[src/rtl/riscv_pkg.sv]
// rtl/riscv_pkg.sv - shared divide-unit state encoding and funct3 selector codes
package riscv_pkg;

  typedef enum logic [1:0] {
    DIV_IDLE = 2'd0,
    DIV_BUSY = 2'd1,
    DIV_DONE = 2'd2
  } div_state_t;

  localparam logic [2:0] DIVSEL_DIV  = 3'b100;
  localparam logic [2:0] DIVSEL_DIVU = 3'b101;
  localparam logic [2:0] DIVSEL_REM  = 3'b110;
  localparam logic [2:0] DIVSEL_REMU = 3'b111;

endpackage

[src/rtl/div_step.sv]
// rtl/div_step.sv - one restoring shift-subtract step on unsigned magnitudes
module div_step #(
  parameter int XLEN = 32
) (
  input  logic [XLEN-1:0] rem_in,
  input  logic [XLEN-1:0] quo_in,
  input  logic [XLEN-1:0] dvs_in,
  output logic [XLEN-1:0] rem_out,
  output logic [XLEN-1:0] quo_out
);

  logic [XLEN:0] trial;
  logic [XLEN:0] diff;

  // The shifted remainder can reach 2*divisor-1, so the compare needs one extra bit.
  always_comb begin
    trial = {rem_in, quo_in[XLEN-1]};
    diff  = trial - {1'b0, dvs_in};
    if (!diff[XLEN]) begin
      rem_out = diff[XLEN-1:0];
      quo_out = {quo_in[XLEN-2:0], 1'b1};
    end else begin
      rem_out = trial[XLEN-1:0];
      quo_out = {quo_in[XLEN-2:0], 1'b0};
    end
  end

endmodule

[src/rtl/div_unit.sv]
// rtl/div_unit.sv - iterative RV32M DIV/DIVU/REM/REMU unit with hold and special-case bypass
module div_unit
  import riscv_pkg::*;
#(
  parameter int XLEN = 32
) (
  input  logic            clk,
  input  logic            Rst,
  input  logic            hold,
  input  logic            start,
  input  logic [2:0]      divsel,
  input  logic [XLEN-1:0] dividend,
  input  logic [XLEN-1:0] divisor,
  output logic            ready,
  output logic            busy,
  output logic [XLEN-1:0] result
);

  localparam int CNT_W = $clog2(XLEN) + 1;

  div_state_t       state_q, state_d;
  logic [CNT_W-1:0] cnt_q, cnt_d;
  logic [XLEN-1:0]  rem_q, rem_d;
  logic [XLEN-1:0]  quo_q, quo_d;
  logic [XLEN-1:0]  dvs_q, dvs_d;
  logic [XLEN-1:0]  result_q, result_d;
  logic             neg_quo_q, neg_quo_d;
  logic             neg_rem_q, neg_rem_d;
  logic             is_rem_q, is_rem_d;

  logic             op_signed;
  logic             a_neg, b_neg;
  logic [XLEN-1:0]  a_mag, b_mag;
  logic             div_zero, overflow;
  logic [XLEN-1:0]  step_rem, step_quo;
  logic [XLEN-1:0]  fix_rem, fix_quo;

  div_step #(.XLEN(XLEN)) u_step (
    .rem_in  (rem_q),
    .quo_in  (quo_q),
    .dvs_in  (dvs_q),
    .rem_out (step_rem),
    .quo_out (step_quo)
  );

  always_comb begin
    op_signed = ~divsel[0];
    a_neg     = op_signed & dividend[XLEN-1];
    b_neg     = op_signed & divisor[XLEN-1];
    a_mag     = a_neg ? -dividend : dividend;
    b_mag     = b_neg ? -divisor : divisor;
    div_zero  = (divisor == '0);
    overflow  = op_signed && (dividend == {1'b1, {(XLEN-1){1'b0}}}) && (divisor == '1);
    fix_quo   = neg_quo_q ? -step_quo : step_quo;
    fix_rem   = neg_rem_q ? -step_rem : step_rem;

    state_d   = state_q;
    cnt_d     = cnt_q;
    rem_d     = rem_q;
    quo_d     = quo_q;
    dvs_d     = dvs_q;
    result_d  = result_q;
    neg_quo_d = neg_quo_q;
    neg_rem_d = neg_rem_q;
    is_rem_d  = is_rem_q;

    case (state_q)
      DIV_IDLE: begin
        if (start && divsel[2] && !hold) begin
          if (div_zero || overflow) begin
            // Both special cases finish here; overflow quotient equals the dividend.
            if (div_zero) result_d = divsel[1] ? dividend : '1;
            else          result_d = divsel[1] ? '0 : dividend;
            state_d = DIV_DONE;
          end else begin
            rem_d     = '0;
            quo_d     = a_mag;
            dvs_d     = b_mag;
            neg_quo_d = a_neg ^ b_neg;
            neg_rem_d = a_neg;
            is_rem_d  = divsel[1];
            cnt_d     = CNT_W'(XLEN);
            state_d   = DIV_BUSY;
          end
        end
      end
      DIV_BUSY: begin
        if (!hold) begin
          rem_d = step_rem;
          quo_d = step_quo;
          cnt_d = cnt_q - CNT_W'(1);
          if (cnt_q == CNT_W'(1)) begin
            result_d = is_rem_q ? fix_rem : fix_quo;
            state_d  = DIV_DONE;
          end
        end
      end
      DIV_DONE: begin
        if (!hold) state_d = DIV_IDLE;
      end
      default: state_d = DIV_IDLE;
    endcase
  end

  always_ff @(posedge clk) begin
    if (Rst) begin
      state_q   <= DIV_IDLE;
      cnt_q     <= '0;
      rem_q     <= '0;
      quo_q     <= '0;
      dvs_q     <= '0;
      result_q  <= '0;
      neg_quo_q <= 1'b0;
      neg_rem_q <= 1'b0;
      is_rem_q  <= 1'b0;
    end else begin
      state_q   <= state_d;
      cnt_q     <= cnt_d;
      rem_q     <= rem_d;
      quo_q     <= quo_d;
      dvs_q     <= dvs_d;
      result_q  <= result_d;
      neg_quo_q <= neg_quo_d;
      neg_rem_q <= neg_rem_d;
      is_rem_q  <= is_rem_d;
    end
  end

  assign ready  = (state_q == DIV_DONE);
  assign busy   = (state_q == DIV_BUSY);
  assign result = result_q;

endmodule

[config.mk]
export PLATFORM = sky130hd
export DESIGN_NAME = div_unit
export DESIGN_NICKNAME = d
export VERILOG_FILES = /design/src/rtl/riscv_pkg.sv /design/src/rtl/div_step.sv /design/src/rtl/div_unit.sv
export SDC_FILE = /design/constraint.sdc
export NUM_CORES = 1
export LEC_CHECK = 0
export CAP_MARGIN = 20
export CORE_UTILIZATION = 54
export CTS_CLUSTER_DIAMETER = 40
export CTS_CLUSTER_SIZE = 10
export DETAILED_ROUTE_END_ITERATION = 10
export PLACE_DENSITY = 0.85
export SYNTH_ARGS = -nofsm -noshare
export SYNTH_HDL_FRONTEND = slang
export SYNTH_SLANG_ARGS = --single-unit
[constraint.sdc]
create_clock -name clk -period 4.6 [get_ports clk]
set_input_delay 1.15 -clock clk [delete_from_list [all_inputs] [get_ports clk]]
set_output_delay 1.15 -clock clk [all_outputs]
set_load 0.01 [all_outputs]
==> flow_metrics.py <==
metrics = {
    "global_route": {
        "antenna_found_initial": 0,
        "grt_max_degree": 95,
        "overflow": 0,
        "grt_pass1_vias": 12300,
        "grt_usage": 0.358,
        "grt_pass1_wl_mm": 62.9,
    },
    "clocking": {
        "path_clk_slew_ps": 70,
        "numClockSinks": 139,
        "cts_root_buffer": "clkbuf_16",
        "h-tree-depth": 4,
        "clk_path_buf_depth": 2,
        "clock_latency_ps": 440,
        "numCtsBuffers": 17,
        "tritoncts": "built",
    },
    "setup_path": {
        "reg2reg_depth": 21,
        "critPathArrivalTime_ps": 4770,
        "startpoint_type": "flop",
        "path_max_fanout": 5,
        "crit_required_ps": 4920,
        "endpoint_kind": "flop",
        "crit_type": "reg2reg",
    },
    "logic_synthesis": {
        "ys_ff_latch": 139,
        "synth_top_family_by_area": "compound AO/OA/AOI/OAI gates",
        "synthAdderAreaFrac": 0.0659,
        "synth_top_cell_area_share": 0.235,
        "yosysTopAreaCell": "dfxtp_1",
        "synth_seq_area_share": 0.235,
        "synth_area_um2": 11800,
        "synth_nets": 1735,
        "ys_types": 85,
        "ys.flop_type": "dfxtp_1",
        "async_flop_share": 0,
        "synth_compound_area_frac": 0.290,
        "synth_edf_count": 0,
        "synth_area_leaders": "dfxtp_1 24%, a21oi_1 5.8%, nor2_1 5.7%",
        "synth.area.mux_share": 0.0269,
        "yosys.area_share.simple": 0.228,
        "netlist_instances": 1624,
        "yosysWarningCount": 0,
        "synth_xor_area_frac": 0.0949,
        "synth_area_per_cell_um2": 7.28,
    },
    "place": {
        "dpl-instance-area_um2": 13600,
        "dp_cells": 1994,
        "dpl.hpwl_mm": 29.8,
        "port_buffers": 104,
        "dp_slack_ps": -35.0,
        "gp_routability_congestion": 0.981,
    },
    "job": {
        "max_cap_viol_count": 0,
    },
    "final_layout": {
        "drive_gt1_frac": 0.113,
        "area_growth_pct": 20.5,
        "instances_no_fill": 2025,
        "final_cell_mix": "179 x nor2_1, 172 x nand2_1, 139 x dfxtp_1",
        "multi_input_area_um2": 8420,
        "final_nets": 1851,
        "stdcell_area_um2": 14200,
        "diodes": 0,
        "fill_cells": 1812,
        "final_common_cell": "nor2_1",
        "seqCellArea_um2": 2780,
    },
    "sta": {
        "setup_ws_ps": 146,
        "final_hold_viol_count": 0,
        "maxSlewViolCount": 0,
        "slew_headroom": 0.382,
        "max_freq_mhz": 225,
        "period_needed_ps": 4450,
        "tns_ps": 0,
        "finalSetupViolCount": 0,
        "hold_slack_ps": 474,
        "fin_crit_sh": 0.968,
        "worst_pin_slew_ps": 927,
        "rsz0062_at_grt": "no",
        "fin_skew_ps": 13.1,
    },
    "floorplan": {
        "die_area_um2": 22500,
        "core_area_um2": 21200,
        "initial_core_util": 0.557,
        "die_w_um": 150,
        "std_cell_rows": 53,
        "die_height_um": 150,
        "pin_count": 105,
    },
    "drt": {
        "route.met2.wl_mm": 17.9,
        "drtIter0Drc": 1607,
        "vias_per_cell": 6.54,
        "topRoutingLayerUsed": "met4",
        "drt-pass1-iter-count": 6,
        "wire_per_inst_um": 19.7,
        "vias": 13200,
        "dr_wl_met3_mm": 4.18,
        "route.layer.met1.wl_mm": 16.3,
        "wl_mm": 40.0,
        "route.detailed.drc": 0,
        "antenna_left": 0,
    },
    "outcome": {
        "status": "finished clean",
    },
    "power": {
        "seqPwrFrac": 0.306,
        "clkPwrFrac": 0.348,
        "net-switching-power_mw": 1.49,
        "p_int_mw": 2.73,
        "swShare": 0.353,
        "p_leak_nw": 5.29,
        "power_density_nw_per_um2": 296,
        "power_frac_comb": 0.346,
        "peakVddDrop_mv": 0.240,
    },
    "worst_hold_path": {
        "min_path_type": "reg2reg",
        "worstHoldPathCells": 2,
    },
}
cells by family (layout without fill, tap and decap cells):
family / Yosys count / after routing
and+or+nand+nor: 574 / 574
adders and majority gates: 67 / 67
xor gates and xnor gates: 128 / 128
muxes: 30 / 30
DFF: 139 / 139
AOI/OAI and AO/OA: 514 / 514
buffers and inverters: 172 / 298
critical path, stage by stage (launching register included):
cell and delay [ps]:
dfxtp_1 340, inv_1 90, ha_1 180, inv_1 60, fa_2 370, a211oi_4 300
o211a_1 260, a2bb2oi_2 180, a21oi_2 120, nor3_4 250, nor2_4 70, inv_2 120
ha_2 210, nand2_1 80, or3_1 420, nand2b_4 190, or2_2 350, o31ai_2 200
xor2_1 160, o21ai_0 90, a22oi_1 170, o21ai_1 80
layer usage:
| metal | global-route usage | vias to the layer above |
|---|---|---|
| li1 | - | 6170 |
| met1 | 0.478 | 6138 |
| met3 | 0.0652 | 133 |
| met5 | 0 | - |
| met4 | 0.170 | 0 |
| met2 | 0.554 | 797 |
metrics by stage:
step           total power [mW]   util
2_1_floorplan              2.26      -
3_3_place_gp               2.67  0.640
3_5_place_dp               2.70  0.640
4_1_cts                    4.15  0.669
5_1_grt                    4.37  0.671
6_report                   4.22  0.671
synth_stat cells, types with 8 or more instances:
cell type    n
a211oi_1    45
a21o_1      15
a21oi_1    138
a31oi_1     35
buf_2       20
clkbuf_1    79
dfxtp_1    139
ha_1        39
inv_1       59
maj3_1      27
mux2_2      10
mux2i_1     19
nand2_1    173
nand2b_1    15
nand3_1     44
nand4_1     18
nor2_1     180
nor2b_1     10
nor3_1      33
nor4_1      22
o2111ai_1    8
o211ai_1    45
o21a_1      11
o21ai_0     83
o21ai_1     13
o31ai_1     26
o41ai_1     11
or2_2        9
or3_1       30
or4_1       11
xnor2_1     70
xor2_1      58
what timing repair did:
| item | 4_1_cts | 5_1_grt |
|---|---|---|
| buffers inserted | 0 | 2 |
| hold buffers | 0 | 0 |
| endpoints found under the hold margin | 0 | 0 |
| gates resized for setup | 0 | 11 |
| endpoints found under the setup margin | 0 | 7 |
registers in the layout, indices dropped and copies added, names as in the netlist:
name       count
dvs_q         32
quo_q         32
rem_q         32
result        32
cnt_q          6
state_q        2
is_rem_q       1
neg_quo_q      1
neg_rem_q      1
final timing paths:
check / start / end / slack (ps)
worst max-delay path: quo_q[31] / result[28] / 150
worst min-delay path: result[13] / result[13] / 470
worst max register to register: quo_q[31] / result[28] / 150
worst min register to register: result[13] / result[13] / 470
power groups by stage:
stage | clock, mW | sequential [mW] | combinational (mW)
floorplan | 0 | 1.30 | 0.957
detailed placement | 0 | 1.31 | 1.39
global placement | 0 | 1.31 | 1.35
global route | 1.51 | 1.29 | 1.57
CTS | 1.46 | 1.29 | 1.40
finish | 1.47 | 1.29 | 1.46
cell type report:
type                            count  area share
Timing Repair Buffer              208       0.131
Inverter                           61      0.0161
Tap cell                          275      0.0242
Multi-Input combinational cell   1313       0.591
Sequential cell                   139       0.195
Clock inverter                     11      0.0121
Clock buffer                       18      0.0301
(Power assumes the default switching activity.)
